File: config.mk
export PLATFORM = sky130hd
export DESIGN_NAME = mac_array_sched
export DESIGN_NICKNAME = d
export VERILOG_FILES = /design/src/rtl/mac_array_sched.sv
export SDC_FILE = /design/constraint.sdc
export NUM_CORES = 1
export LEC_CHECK = 0
export BUFFER_PORTS_ARGS = -buffer_cell sky130_fd_sc_hd__clkbuf_2
export CAP_MARGIN = 20
export CORE_MARGIN = 10
export CORE_UTILIZATION = 50
export DETAILED_ROUTE_END_ITERATION = 12
export PLACE_DENSITY = 0.76
export RECOVER_POWER = 100
export SYNTH_ARGS = -nofsm -noshare
export SYNTH_HDL_FRONTEND = slang
export SYNTH_SLANG_ARGS = --single-unit
export TNS_END_PERCENT = 10
File: constraint.sdc
create_clock -name clk -period 2.24 [get_ports clk]
set_input_delay 0 -clock clk [delete_from_list [all_inputs] [get_ports clk]]
set_output_delay 0 -clock clk [all_outputs]
set_load 0.05 [all_outputs]
File: src/rtl/mac_array_sched.sv
// Round-robin scheduler/sequencer for the shared 6-lane MAC datapath.
// One grant runs LOAD (bias) -> ISSUE (n products) -> DRAIN -> DONE.
module mac_array_sched #(
  parameter int BITSIZE = 16,
  parameter int MAX_N   = 10,
  parameter int IDXW    = 4
) (
  input  logic            clk,
  input  logic            reset,
  input  logic [1:0]      req,
  input  logic [IDXW-1:0] n_in0,
  input  logic [IDXW-1:0] n_in1,
  output logic [1:0]      gnt,
  output logic            busy,
  output logic [IDXW-1:0] x_sel,
  output logic [IDXW-1:0] w_row,
  output logic            mul_en,
  output logic            acc_load_bias,
  output logic            acc_en,
  output logic            out_valid,
  output logic            done,
  output logic            done_id,
  output logic            err
);

  if ((2 ** IDXW) <= MAX_N || BITSIZE < 1) begin : g_bad_cfg
    $error("mac_array_sched: IDXW too narrow for MAX_N or BITSIZE invalid");
  end

  typedef enum logic [2:0] {IDLE, LOAD, ISSUE, DRAIN, DONE} state_t;

  localparam logic [IDXW-1:0] NMAX = IDXW'(MAX_N);

  state_t          state, state_nx;
  logic [IDXW-1:0] k, n;
  logic [1:0]      gnt_q;
  logic            id, last, win, bad, k_last;

  // Tie goes to whoever was not served last; reset leaves last = 1 so 0 wins.
  assign win    = (req == 2'b11) ? ~last : req[1];
  assign bad    = (n == '0) || (n > NMAX);
  assign k_last = (k == n - IDXW'(1));

  always_ff @(posedge clk) begin
    if (!reset) state <= IDLE;
    else        state <= state_nx;
  end

  always_comb begin
    state_nx = state;
    case (state)
      IDLE:    if (|req) state_nx = LOAD;
      LOAD:    state_nx = bad ? DONE : ISSUE;
      ISSUE:   if (k_last) state_nx = DRAIN;
      DRAIN:   state_nx = DONE;
      DONE:    state_nx = IDLE;
      default: state_nx = IDLE;
    endcase
  end

  always_ff @(posedge clk) begin
    if (!reset) begin
      k     <= '0;
      n     <= '0;
      id    <= 1'b0;
      last  <= 1'b1;
      gnt_q <= 2'b00;
    end else begin
      case (state)
        IDLE: if (|req) begin
          gnt_q <= win ? 2'b10 : 2'b01;
          id    <= win;
          n     <= win ? n_in1 : n_in0;
        end
        LOAD:  k <= '0;
        ISSUE: if (!k_last) k <= k + IDXW'(1);
        DONE: begin
          last  <= id;
          gnt_q <= 2'b00;
        end
        default: ;
      endcase
    end
  end

  assign gnt           = gnt_q;
  assign busy          = (state != IDLE);
  assign x_sel         = (state == ISSUE) ? k : '0;
  assign w_row         = x_sel;
  assign mul_en        = (state == ISSUE);
  assign acc_load_bias = (state == LOAD);
  // Accumulate lags multiply by one cycle; DRAIN picks up the final product.
  assign acc_en        = ((state == ISSUE) && (k != '0)) || (state == DRAIN);
  assign out_valid     = (state == DONE);
  assign done          = (state == DONE);
  assign done_id       = (state == DONE) && id;
  assign err           = (state == DONE) && bad;

endmodule

# Word-level counts from Yosys, hierarchy flattened
# Index checks and enable logic that the tools add are counted.
word_totals:
  register_bits: 15
  word_cells: 47
  input_bits: 12
classes:
  n_reduce_logical: 16
  n_bitwise: 1
  eq_ne: 9
  add_sub_neg: 2
  muxes: 12
  n_lt_le_gt_ge: 1
op_table:
  columns: ["op", "n"]
  rows:
  - ["$mux 4", 3]
  - ["$pmux 3 s4", 1]
  - ["$mux 3", 3]
  - ["$pmux 4 s2", 1]
  - ["$reduce_and 2->1", 4]
  - ["$eq 3x2->1 const B", 2]
  - ["$add 4x1->4 const B", 1]
  - ["$eq 4x4->1", 1]
  - ["$gt 4x4->1 const B", 1]
  - ["$logic_not 4->1", 1]
  - ["$mux 2", 2]
  - ["$ne 2x2->1 const B", 2]
  - ["$pmux 2 s2", 1]
  - ["$reduce_bool 2->1", 2]
  - ["$reduce_bool 4->1", 1]
  - ["$sub 4x1->4 const B", 1]
  - ["$eq 3x1->1 const B", 1]
  - ["$eq 3x3->1 const B", 1]
  - ["$logic_and 1x1->1", 3]
  - ["$logic_not 3->1", 1]
  - ["$reduce_bool 3->1", 1]
  - ["$eq 2x2->1 const B", 1]
  - ["$logic_or 1x1->1", 2]
  - ["$ne 2x1->1 const B", 1]
  - ["other kinds (3)", 3]

# Depth between registers and ports, before layout
depth:
  word_depth: 5
  mapped_depth: 6

# Worst setup path after synthesis
# Ideal clock, no wire load.
synth_timing:
  path_kind: "register to output"
  from: "reg state[2]"
  to: "out x_sel[0]"
  arrival_ps: 2231
  stages_incl_launch_ff: 6
  required_time_ps: 2240
  path_slack_ps: 9
  path_cell_list: "dfxtp_1 > buf_2 > nor3b_4 > inv_2 > nor2_1 > buf_4"
synth_between:
  elab_chain_cells: 2
synth_rtl:
  columns: ["item", "line", "source"]
  rows:
  - ["from (decl)", "34", "state_t state, state_nx;"]
  - ["from (signal assigned)", "46", "else state <= state_nx;"]
  - ["$eq 3x2->1", null, null]
  - ["named net mul_en", "17", "output logic mul_en,"]
  - ["$mux 4", "88", "assign x_sel = (state == ISSUE) ? k : '0;"]
  - ["to (decl)", "15", "output logic [IDXW-1:0] x_sel,"]
# The timed path passes the listed nets, and every way through them passes these cells.

# Final worst setup path
layout_timing:
  from: "reg state[2]"
  to: "reg n[3]"
layout_between:
  elab_chain_cells: 2
layout_rtl:
  columns: ["item", "line", "source"]
  rows:
  - ["$logic_not 3->1", "69", "case (state)"]
  - ["$reduce_and 2->1 (no line)", null, null]
  - ["to (signal assigned)", "73", "n <= win ? n_in1 : n_in0;"]
  - ["to (decl)", "35", "logic [IDXW-1:0] k, n;"]
# No other way between the ends.
# A chain may end at the register's enable or synchronous reset.

==> summary by stage <==
Finish
Counting the fill cells in the layout gives 175. The final cell count without fillers is 169. The multi-input combinational cells in the finished layout cover a total of 579.3 sq um.

In the final design database the tool counted 162 nets. The storage element area is 300.3 sq um. The leading cell type in the layout, fill and taps excluded is sky130_fd_sc_hd__clkbuf_2. In the layout the commonest cells are 17 x sky130_fd_sc_hd__clkbuf_2, 15 x sky130_fd_sc_hd__dfxtp_1, 14 x sky130_fd_sc_hd__nor2_1, 13 x sky130_fd_sc_hd__clkbuf_1, 10 x sky130_fd_sc_hd__inv_1.

The final instance area is 1189 sq um. Compared with the post-synthesis result, the final layout area differs by 20.71%. The layout cell share with drive strength beyond 1 is 20.83%. 0 antenna diodes ended up in the layout.

Outcome
The run finished with clean final reports.

Worst setup path
The critical path in this run is classified as flip-flop to flip-flop. The critical path startpoint category is a flip-flop. The origin of the critical flop-to-flop path is state[2]$_SDFFE_PN0P_.

The depth of the most critical reg-to-reg path is 5. The endpoint of the most critical setup path is n[3]$_SDFFE_PN0P_. The required time at the worst-slack endpoint is 2.42 ns. The worst register-to-register path ends at n[3]$_SDFFE_PN0P_. The data arrival at the endpoint of the critical path is 2.25 ns. Tracing the worst setup path back leads to its startpoint at state[2]$_SDFFE_PN0P_. For flop-to-flop paths, the worst setup slack is 0.17 ns. The nature of the critical path endpoint is a flip-flop.

Of all nets on the critical path, the largest fanout is 8.

Floorplan
After floorplanning, the core was divided into 15 placement rows. The overall die width is 64.38 um. Once the floorplan was initialized, standard cells occupied 54.65% of the core. The vertical die dimension is 64.38 um. The number of ports placed on the die boundary is 30. The floorplan step defined a die boundary enclosing 4144 sq um.

The core region is 1802 sq um.

Timing
The maximum clock frequency is 0.4828 GHz. Measured against its own limit, the worst slew margin works out to 48.96%. Clock skew on the completed layout was measured at 0.0005113 ns.

The total count of hold-check failures in the final report is 0. The sum of negative setup slack is 0 ns. The clock period could shrink to 2.071 ns. Setup violations remaining at the end of the flow were counted as 0. The actual transition at the worst max-transition pin is 0.7639 ns.

The final count of pins violating max slew is 0. Setup repair after global routing left no endpoint under its margin. The period utilization is 92.47%.

Detailed routing
The detail route stage leaves a number of antenna-violating nets equal to 0. After the first detailed-routing iteration, the DRC count stood at 28. The count of vias placed by the detailed router is 958.

For this block, the routed nets add up to 2532 um of wire. The final routed wire length divided by cell count is 14.98 um. The first detailed-routing pass took 4 iterations. Using the TritonRoute via totals, the vias-per-cell ratio works out to 5.669.

In the final routing, the length of wire on met1 measures 1039 um. The amount of wire on met3 after detailed routing is 210 um. In the routed design, unresolved DRC markers number 0.

The routed wire length on met2 is 1256 um. The highest signal layer in the routed design is met4.

Logic synthesis
In the post-synthesis netlist, the biggest area contributors are sky130_fd_sc_hd__dfxtp_1 30%, sky130_fd_sc_hd__ha_1 6.4%, sky130_fd_sc_hd__nor2_1 5.3%. Counting flops with an async set or reset pin after synthesis yields a share of 0%. After synthesis, the largest area contributor takes up 30.50% of total cell area. The number of library cell types mapped by synthesis is 45. Of all cell types, the one taking the most synthesized area is sky130_fd_sc_hd__dfxtp_1.

The most used flip-flop cell after synthesis is sky130_fd_sc_hd__dfxtp_1. The cell area that synthesis handed to floorplanning was 984.7 sq um. The flip-flop and latch count after synthesis is 15. The number of nets in the synthesized netlist is 129. The total number of yosys warnings is 0.

After synthesis, flip-flops and latches occupy 30.50% of the total area. The cell count after synthesis is 112. Counting flops with a built-in enable in the synthesized netlist gives 0. Each instance of the synthesized netlist takes up on average 8.792 sq um.

Global routing
The via count of the first global-routing pass is 955. The total routing resource utilization after global routing is 12.54%. The total overflow reported by the global router is 0.

The largest net degree at the start of global routing is 11. The global-route wire length before repair is 4333 um. The number of antenna violations at the first check in global routing is 0.

Clocking
The H-tree depth is 1. Buffers inserted during clock tree synthesis total 3. The cell sitting at the root of the clock tree is a sky130_fd_sc_hd__clkbuf_4. Clock tree synthesis found a total of 15 sinks. The longest clock path from root to sink contains 2 buffers. The clock input transition at the sequential cells of the worst setup and hold paths is 0.09 ns. The clock reaches the later pin of the worst-skew pair after 0.29 ns. TritonCTS built the clock tree.

Pwr
VDD sags by at most 0.5654 mV. Summing internal, switching and leakage power gives 0.9486 mW. The analysis attributes to cell leakage a power of 0.4902 nW. The power density over cell area is 798.0 nW/um^2.

Placement
The instance area at placement is 1105 sq um. At the end of routability-driven placement, the weighted congestion stood at 0.8343. Detailed placement ended at an HPWL of 1855 um.

The total placed cells including tap cells is 157. The port buffer count is 29.

Min path
The path class of the lowest-slack min-delay path is input pin to flip-flop.

Job
The total of max-cap violations is 0.
[per-layer routing]
| metal | up-vias | GRT usage (%) |
|---|---|---|
| met4 | 0 | 3.209 |
| met1 | 461 | 13.02 |
| li1 | 464 | - |
| met5 | - | 0 |
| met3 | 5 | 6.098 |
| met2 | 28 | 22.04 |
[kinds of logic after synthesis]
logic type | synth area share [%]
buffers and inverters | 9.910
AOI/OAI and AO/OA | 20.08
muxes | 1.017
and+or+nand+nor | 25.29
DFF | 30.50
xor gates and xnor gates | 6.863
adders and majority gates | 6.353
[cell type report]
class / instances / area share (%)
Clock buffer: 4 / 2.211
Inverter: 11 / 3.474
Multi-Input combinational cell: 77 / 48.74
Sequential cell: 15 / 25.26
Tap cell: 25 / 2.632
Timing Repair Buffer: 37 / 17.68
[worst max-delay path, stage by stage (launching register included)]
cell,delay (ns)
sky130_fd_sc_hd__dfxtp_1,0.41
sky130_fd_sc_hd__nor3_2,0.34
sky130_fd_sc_hd__o21ai_2,0.19
sky130_fd_sc_hd__a222oi_1,0.38
sky130_fd_sc_hd__dlygate4sd3_1,0.61
sky130_fd_sc_hd__nor2_1,0.04
[through the flow]
| step | hold slack [ns] | setup WS, ns | utilization [%] |
|---|---|---|---|
| floorplan | 0.1463 | 0.009129 | - |
| global placement | 0.2312 | 0.5185 | 61.32 |
| detailed placement | 0.2437 | 0.4486 | 61.32 |
| CTS | 0.07157 | 0.1526 | 67.22 |
| global route | 0.1016 | 0.05479 | 65.97 |
| finish | 0.08599 | 0.1687 | 65.97 |
[cells in the mapped netlist, types with 2 or more instances]
cell type,instances
sky130_fd_sc_hd__dfxtp_1,15
sky130_fd_sc_hd__nor2_1,14
sky130_fd_sc_hd__inv_1,9
sky130_fd_sc_hd__a21oi_1,5
sky130_fd_sc_hd__buf_4,5
sky130_fd_sc_hd__ha_1,5
sky130_fd_sc_hd__a222oi_1,4
sky130_fd_sc_hd__a31oi_1,4
sky130_fd_sc_hd__buf_2,3
sky130_fd_sc_hd__nand2_1,3
sky130_fd_sc_hd__xnor2_1,3
sky130_fd_sc_hd__a311o_1,2
sky130_fd_sc_hd__and2_1,2
sky130_fd_sc_hd__and3_1,2
sky130_fd_sc_hd__nand2b_1,2
sky130_fd_sc_hd__nand3_1,2
sky130_fd_sc_hd__nand3b_1,2
sky130_fd_sc_hd__nand4_1,2
sky130_fd_sc_hd__nor3_2,2
[power breakdown]
part           switching (mW)  leakage, nW  internal [mW]
registers              0.0450        0.123          0.301
clock network          0.0908       0.0150         0.0693
logic                   0.283        0.352          0.159
total                   0.418        0.490          0.530
[how the worst min path moves through the flow]
stage / from / endpoint / slack, ns / cells after the start
floorplan: n_in0[0] / n[0]$_SDFFE_PN0P_ / 0.15 / 2
global placement: n_in0[2] / n[2]$_SDFFE_PN0P_ / 0.23 / 3
detailed placement: n_in0[1] / n[1]$_SDFFE_PN0P_ / 0.24 / 3
CTS: req[1] / state[1]$_SDFFE_PN0P_ / 0.07 / 3
global route: req[0] / state[1]$_SDFFE_PN0P_ / 0.10 / 3
finish: reset / k[3]$_SDFFE_PN0P_ / 0.09 / 3
[what timing repair did]
item                                   4_1_cts  5_1_grt
setup buffers                                0        0
endpoints found under the hold margin        4        0
setup endpoints to repair                    0        4
gates resized for setup                      0        1
hold buffers                                 8        0
[sequential cells by signal, summed over array words and instances (netlist names)]
name	flops
gnt	2
k	4
last	1
state	3
n	4
id	1
Note: power is estimated with default switching activity, not from simulation.
